File: src/rtl/fir_pkg.sv
// Shared widths, FIR geometry and reader state type for the FIR output path.
package fir_pkg;

    localparam int FIR_IN_W  = 4;
    localparam int FIR_OUT_W = 10;
    localparam int FIR_TAPS  = 9;

    typedef enum logic {
        WARM = 1'b0,
        RUN  = 1'b1
    } fir_state_e;

    function automatic logic [7:0] sat_inc8(input logic [7:0] v);
        return (v == 8'hFF) ? v : v + 8'd1;
    endfunction

endpackage

File: src/rtl/fir_sync_fifo.sv
// Show-ahead synchronous FIFO: registered count, head read straight from storage.
module fir_sync_fifo #(
    parameter int WIDTH = 10,
    parameter int DEPTH = 8
) (
    input  logic                     clk,
    input  logic                     rst,
    input  logic                     push,
    input  logic                     pop,
    input  logic [WIDTH-1:0]         din,
    output logic                     full,
    output logic                     empty,
    output logic [$clog2(DEPTH):0]   count,
    output logic [WIDTH-1:0]         head
);
    localparam int AW = $clog2(DEPTH);
    localparam int CW = AW + 1;

    logic [WIDTH-1:0] mem [DEPTH];
    logic [AW-1:0]    wptr, rptr;
    logic             pop_ok, push_ok;

    assign empty   = (count == '0);
    assign full    = (count == CW'(DEPTH));
    assign pop_ok  = pop & ~empty;
    assign push_ok = push & (~full | pop_ok);
    assign head    = mem[rptr];

    // Storage carries no reset; consumers only look at head while non-empty.
    always_ff @(posedge clk) begin
        if (push_ok)
            mem[wptr] <= din;
    end

    always_ff @(posedge clk or posedge rst) begin
        if (rst) begin
            wptr  <= '0;
            rptr  <= '0;
            count <= '0;
        end else begin
            if (push_ok)
                wptr <= wptr + 1'b1;
            if (pop_ok)
                rptr <= rptr + 1'b1;
            case ({push_ok, pop_ok})
                2'b10:   count <= count + 1'b1;
                2'b01:   count <= count - 1'b1;
                default: count <= count;
            endcase
        end
    end

endmodule

File: src/rtl/fir_out_reader.sv
// Drops the filter's warm-up samples, then buffers output samples for a
// ready/valid consumer, counting samples lost to a full buffer.
module fir_out_reader
    import fir_pkg::*;
#(
    parameter int DEPTH  = 8,
    parameter int WARMUP = 8
) (
    input  logic                     clk,
    input  logic                     reset,
    input  logic [FIR_OUT_W-1:0]     Data_in,
    input  logic                     in_valid,
    output logic [FIR_OUT_W-1:0]     out_data,
    output logic                     out_valid,
    input  logic                     out_ready,
    output logic [$clog2(DEPTH):0]   count,
    output logic                     warmup_done,
    output logic [7:0]               overflow_cnt
);
    localparam fir_state_e RST_STATE = (WARMUP == 0) ? RUN : WARM;

    fir_state_e            state;
    logic [7:0]            warm_cnt;
    logic                  push, pop, full, empty;
    logic [FIR_OUT_W-1:0]  head;

    assign out_valid   = ~empty;
    assign out_data    = out_valid ? head : '0;
    assign pop         = out_valid & out_ready;
    assign push        = (state == RUN) & in_valid & (~full | pop);
    assign warmup_done = (state == RUN);

    always_ff @(posedge clk or posedge reset) begin
        if (reset) begin
            state        <= RST_STATE;
            warm_cnt     <= '0;
            overflow_cnt <= '0;
        end else if (state == WARM) begin
            if (in_valid) begin
                warm_cnt <= warm_cnt + 8'd1;
                if (warm_cnt + 8'd1 == 8'(WARMUP))
                    state <= RUN;
            end
        end else if (in_valid & full & ~pop) begin
            overflow_cnt <= sat_inc8(overflow_cnt);
        end
    end

    fir_sync_fifo #(
        .WIDTH (FIR_OUT_W),
        .DEPTH (DEPTH)
    ) u_fifo (
        .clk   (clk),
        .rst   (reset),
        .push  (push),
        .pop   (pop),
        .din   (Data_in),
        .full  (full),
        .empty (empty),
        .count (count),
        .head  (head)
    );

endmodule

File: config.mk
export PLATFORM = sky130hd
export DESIGN_NAME = fir_out_reader
export DESIGN_NICKNAME = d
export VERILOG_FILES = /design/src/rtl/fir_pkg.sv /design/src/rtl/fir_sync_fifo.sv /design/src/rtl/fir_out_reader.sv
export SDC_FILE = /design/constraint.sdc
export NUM_CORES = 1
export LEC_CHECK = 0
export BUFFER_PORTS_ARGS = -buffer_cell sky130_fd_sc_hd__buf_2
export CELL_PAD_IN_SITES_DETAIL_PLACEMENT = 1
export CELL_PAD_IN_SITES_GLOBAL_PLACEMENT = 1
export CORE_MARGIN = 2
export CORE_UTILIZATION = 54
export DETAILED_ROUTE_END_ITERATION = 10
export HOLD_SLACK_MARGIN = 0.02
export MAX_ROUTING_LAYER = met4
export PLACE_DENSITY_LB_ADDON = 0.1
export SETUP_SLACK_MARGIN = 0.5
export SYNTH_ARGS = -nofsm -noshare
export SYNTH_HDL_FRONTEND = slang
export SYNTH_SLANG_ARGS = --single-unit
export TNS_END_PERCENT = 30
File: constraint.sdc
create_clock -name clk -period 6 [get_ports clk]
set_input_delay 1.2 -clock clk [delete_from_list [all_inputs] [get_ports clk]]
set_output_delay 1.2 -clock clk [all_outputs]
set_load 0.02 [all_outputs]
==> impl_metrics.yaml <==
synthesis:
  synth_top_cell_by_area: "edfxtp_1"
  yosys.area_share.simple_pct: 8.366
  ys_async_sr_fraction_pct: 25.23
  synth_compound_area_share_pct: 0.8984
  synth_xor_area_share_pct: 4.520
  synth_area_leaders: "edfxtp_1 54%, dfrtp_1 15%, mux4_2 10%"
  seq_area_frac_synth_pct: 69.06
  synth_top_area_share_pct: 53.90
  yosys_warnings: 0
  syn_area_mm2: 0.004457
  synth_cell_types: 35
  synth-edff-count: 80
  yosys.area_share.adder_pct: 1.965
  synth_nets: 276
  ys.flop_type: "edfxtp_1"
  syn_area_per_cell_um2: 17.48
  syn_inst: 255
  ys_ff_latch: 107
  synthMuxAreaShare_pct: 13.70
  synth_top_family_by_area: "multiplexers"
critical_path:
  worstReg2RegStart: "u_fifo.count[0]"
  path_max_fanout: 22
  rrSetupSlack_ps: 3070
  worstSetupPathType: "reg2out"
  r2r-end: "u_fifo.count[2]"
  start_kind: "flop"
  crit_path_end_kind: "output port"
  critPathArrivalTime_ps: 2230
  crit_required_ps: 4800
  worst-r2r-cell-count: 10
grt:
  antenna_found_initial: 0
  grt_use_total_pct: 21.19
  grt_pass1_vias: 2458
  grt_overflow_total: 0
  grt_pass1_wl_um: 13230
  grt_max_degree: 28
sta:
  period_minus_slack_ps: 3433
  setup_violations: 0
  hold_viol: 0
  worstMarginPinSlew_ps: 1079
  slew_viol_final: 0
  timing.fmax_ghz: 0.2913
  slew_headroom_pct: 27.78
  rsz0062_at_grt: "no"
  tns_ps: 0
  fin_skew_ps: 9.378
  fin_crit_sh_pct: 57.21
layout:
  area_growth_pct: 10.95
  layout-drive-gt1-share_pct: 28.81
  layout_commonest_cell: "edfxtp_1"
  finalNonFillerCells: 407
  n_antenna_cell: 0
  mostFrequentLayoutCells: "80 x edfxtp_1, 37 x buf_2, 27 x dfrtp_1"
  fin_nets: 319
  n_fill_cell: 757
route:
  viasPerCell: 5.644
  route.detailed.drc: 0
  ant_nets: 0
  drtIter0Drc: 122
  first_pass_iters: 4
  wirelength_um: 8267
  vias: 2297
  wl_per_cell_um: 20.31
clock_network:
  postCtsSetupBuffers: 0
  clkLatencyLatePin_ps: 360
  cts_sinks: 107
  cts_resized: 0
  cts_tree: "built"
  htree_levels: 3
  hold_buffers: 0
  clockBufferDepth: 2
  root_buffer: "clkbuf_8"
  clkSlewWorstSetupHoldPaths_ps: 100
  cts_made_buffers: 9
flow_run:
  cap_violations: 0
power_and_ir_drop:
  p_per_area_mw_per_mm2: 442.7
  ir_drop_v: 0.0001696
  leakagePower_nw: 1.846
worst_hold_path:
  min_to: "warm_cnt[7]"
  min_from: "warm_cnt[7]"
  min_delay_path_depth: 1
  min_path_type: "reg2reg"
die:
  die-area_mm2: 0.008996
  io_pins: 38
  dieHeight_um: 94.85
  start_util_pct: 55.07
  core_mm2: 0.008093
  rows: 33
  die_w_um: 94.85
placed_design:
  place_congestion: 0.8081
  dp_hpwl_um: 5466
  io_buffer_count: 37
  dp_cells: 392
outcome:
  outcome: "finished clean"
per-layer routing:
layer	GRT usage, %	up-vias	share of wire [%]
li1	-	1055	-
met1	28.15	1183	43
met2	34.34	49	51
met3	2.873	10	5.2
met4	6.884	0	1.2
met5	-	-	0
final cells by class:
| type | count | area (um^2) | share of cell area [%] |
|---|---|---|---|
| flip-flops and latches | 107 | 3078 | 62.25 |
| multi-input cells | 135 | 1313 | 26.54 |
| clock buffers | 9 | 123.9 | 2.505 |
| repair buffers | 40 | 207.7 | 4.200 |
| clock inverters | 6 | 72.57 | 1.468 |
| well taps | 105 | 131.4 | 2.657 |
| inverters | 5 | 18.77 | 0.3796 |
cells in the mapped netlist, types with 2 or more instances:
master	instances
nand3_1	9
nand2b_1	5
mux2i_1	10
buf_2	2
xnor2_1	10
ha_1	7
mux2_2	4
nand4_1	2
buf_6	2
clkbuf_1	4
mux4_2	20
nor2_1	22
inv_1	4
a21oi_1	2
nor3b_1	3
nor3_1	4
edfxtp_1	80
dfrtp_1	27
nand2_1	9
xor2_1	13
nor4_2	2
kinds of logic (layout without fill, tap and decap cells):
family / count (synthesis) / count (layout)
multiplexers: 35 / 35
XOR/XNOR: 23 / 23
AND/OR/NAND/NOR: 64 / 64
buffers and inverters: 13 / 60
adder cells (fa/ha/maj): 7 / 7
AO/OA/AOI/OAI: 6 / 6
flip-flops: 107 / 107
power by group:
part	switching, mW	total (mW)	internal [mW]
Combinational	0.358	0.696	0.338
Clock	0.244	0.441	0.196
Sequential	0.157	1.05	0.895
Total	0.760	2.19	1.43
worst max-delay path, stage by stage (launching register included):
cell	delay (ps)
dfrtp_1	1020
mux4_2	430
mux2i_1	150
nor2_1	70
buf_2	200
worst max path at each step:
stage                     depth (start not counted)          endpoint  slack [ps]           start
final                                             4       out_data[0]        2570  u_fifo.rptr[1]
after global routing                              4       out_data[0]        2420  u_fifo.rptr[1]
after CTS                                         4       out_data[7]        2520  u_fifo.rptr[1]
after detailed placement                          5  u_fifo.mem[3][5]        2500       out_ready
after global placement                            5  u_fifo.mem[2][5]        2630       out_ready
after floorplan                                  10   u_fifo.count[2]        2940       out_ready
sequential cells by signal (all words and copies together) (netlist names):
name,cells
warm_cnt,8
overflow_cnt,8
u_fifo.mem,80
warmup_done,1
u_fifo.count,4
u_fifo.wptr,3
u_fifo.rptr,3
per-stage QoR:
step	worst slack [ps]	area, um^2	hold WS (ps)	total power, mW	utilization (%)
after detailed placement	2500	4748	479.5	1.784	58.67
after global routing	2422	4945	529.6	2.317	61.10
after floorplan	2939	4457	446.6	1.572	-
after CTS	2523	4945	493.1	2.218	61.10
after global placement	2635	4748	475.4	1.755	58.67
final	2567	4945	484.7	2.189	61.10
No activity file was read; power rests on OpenSTA's default activity.
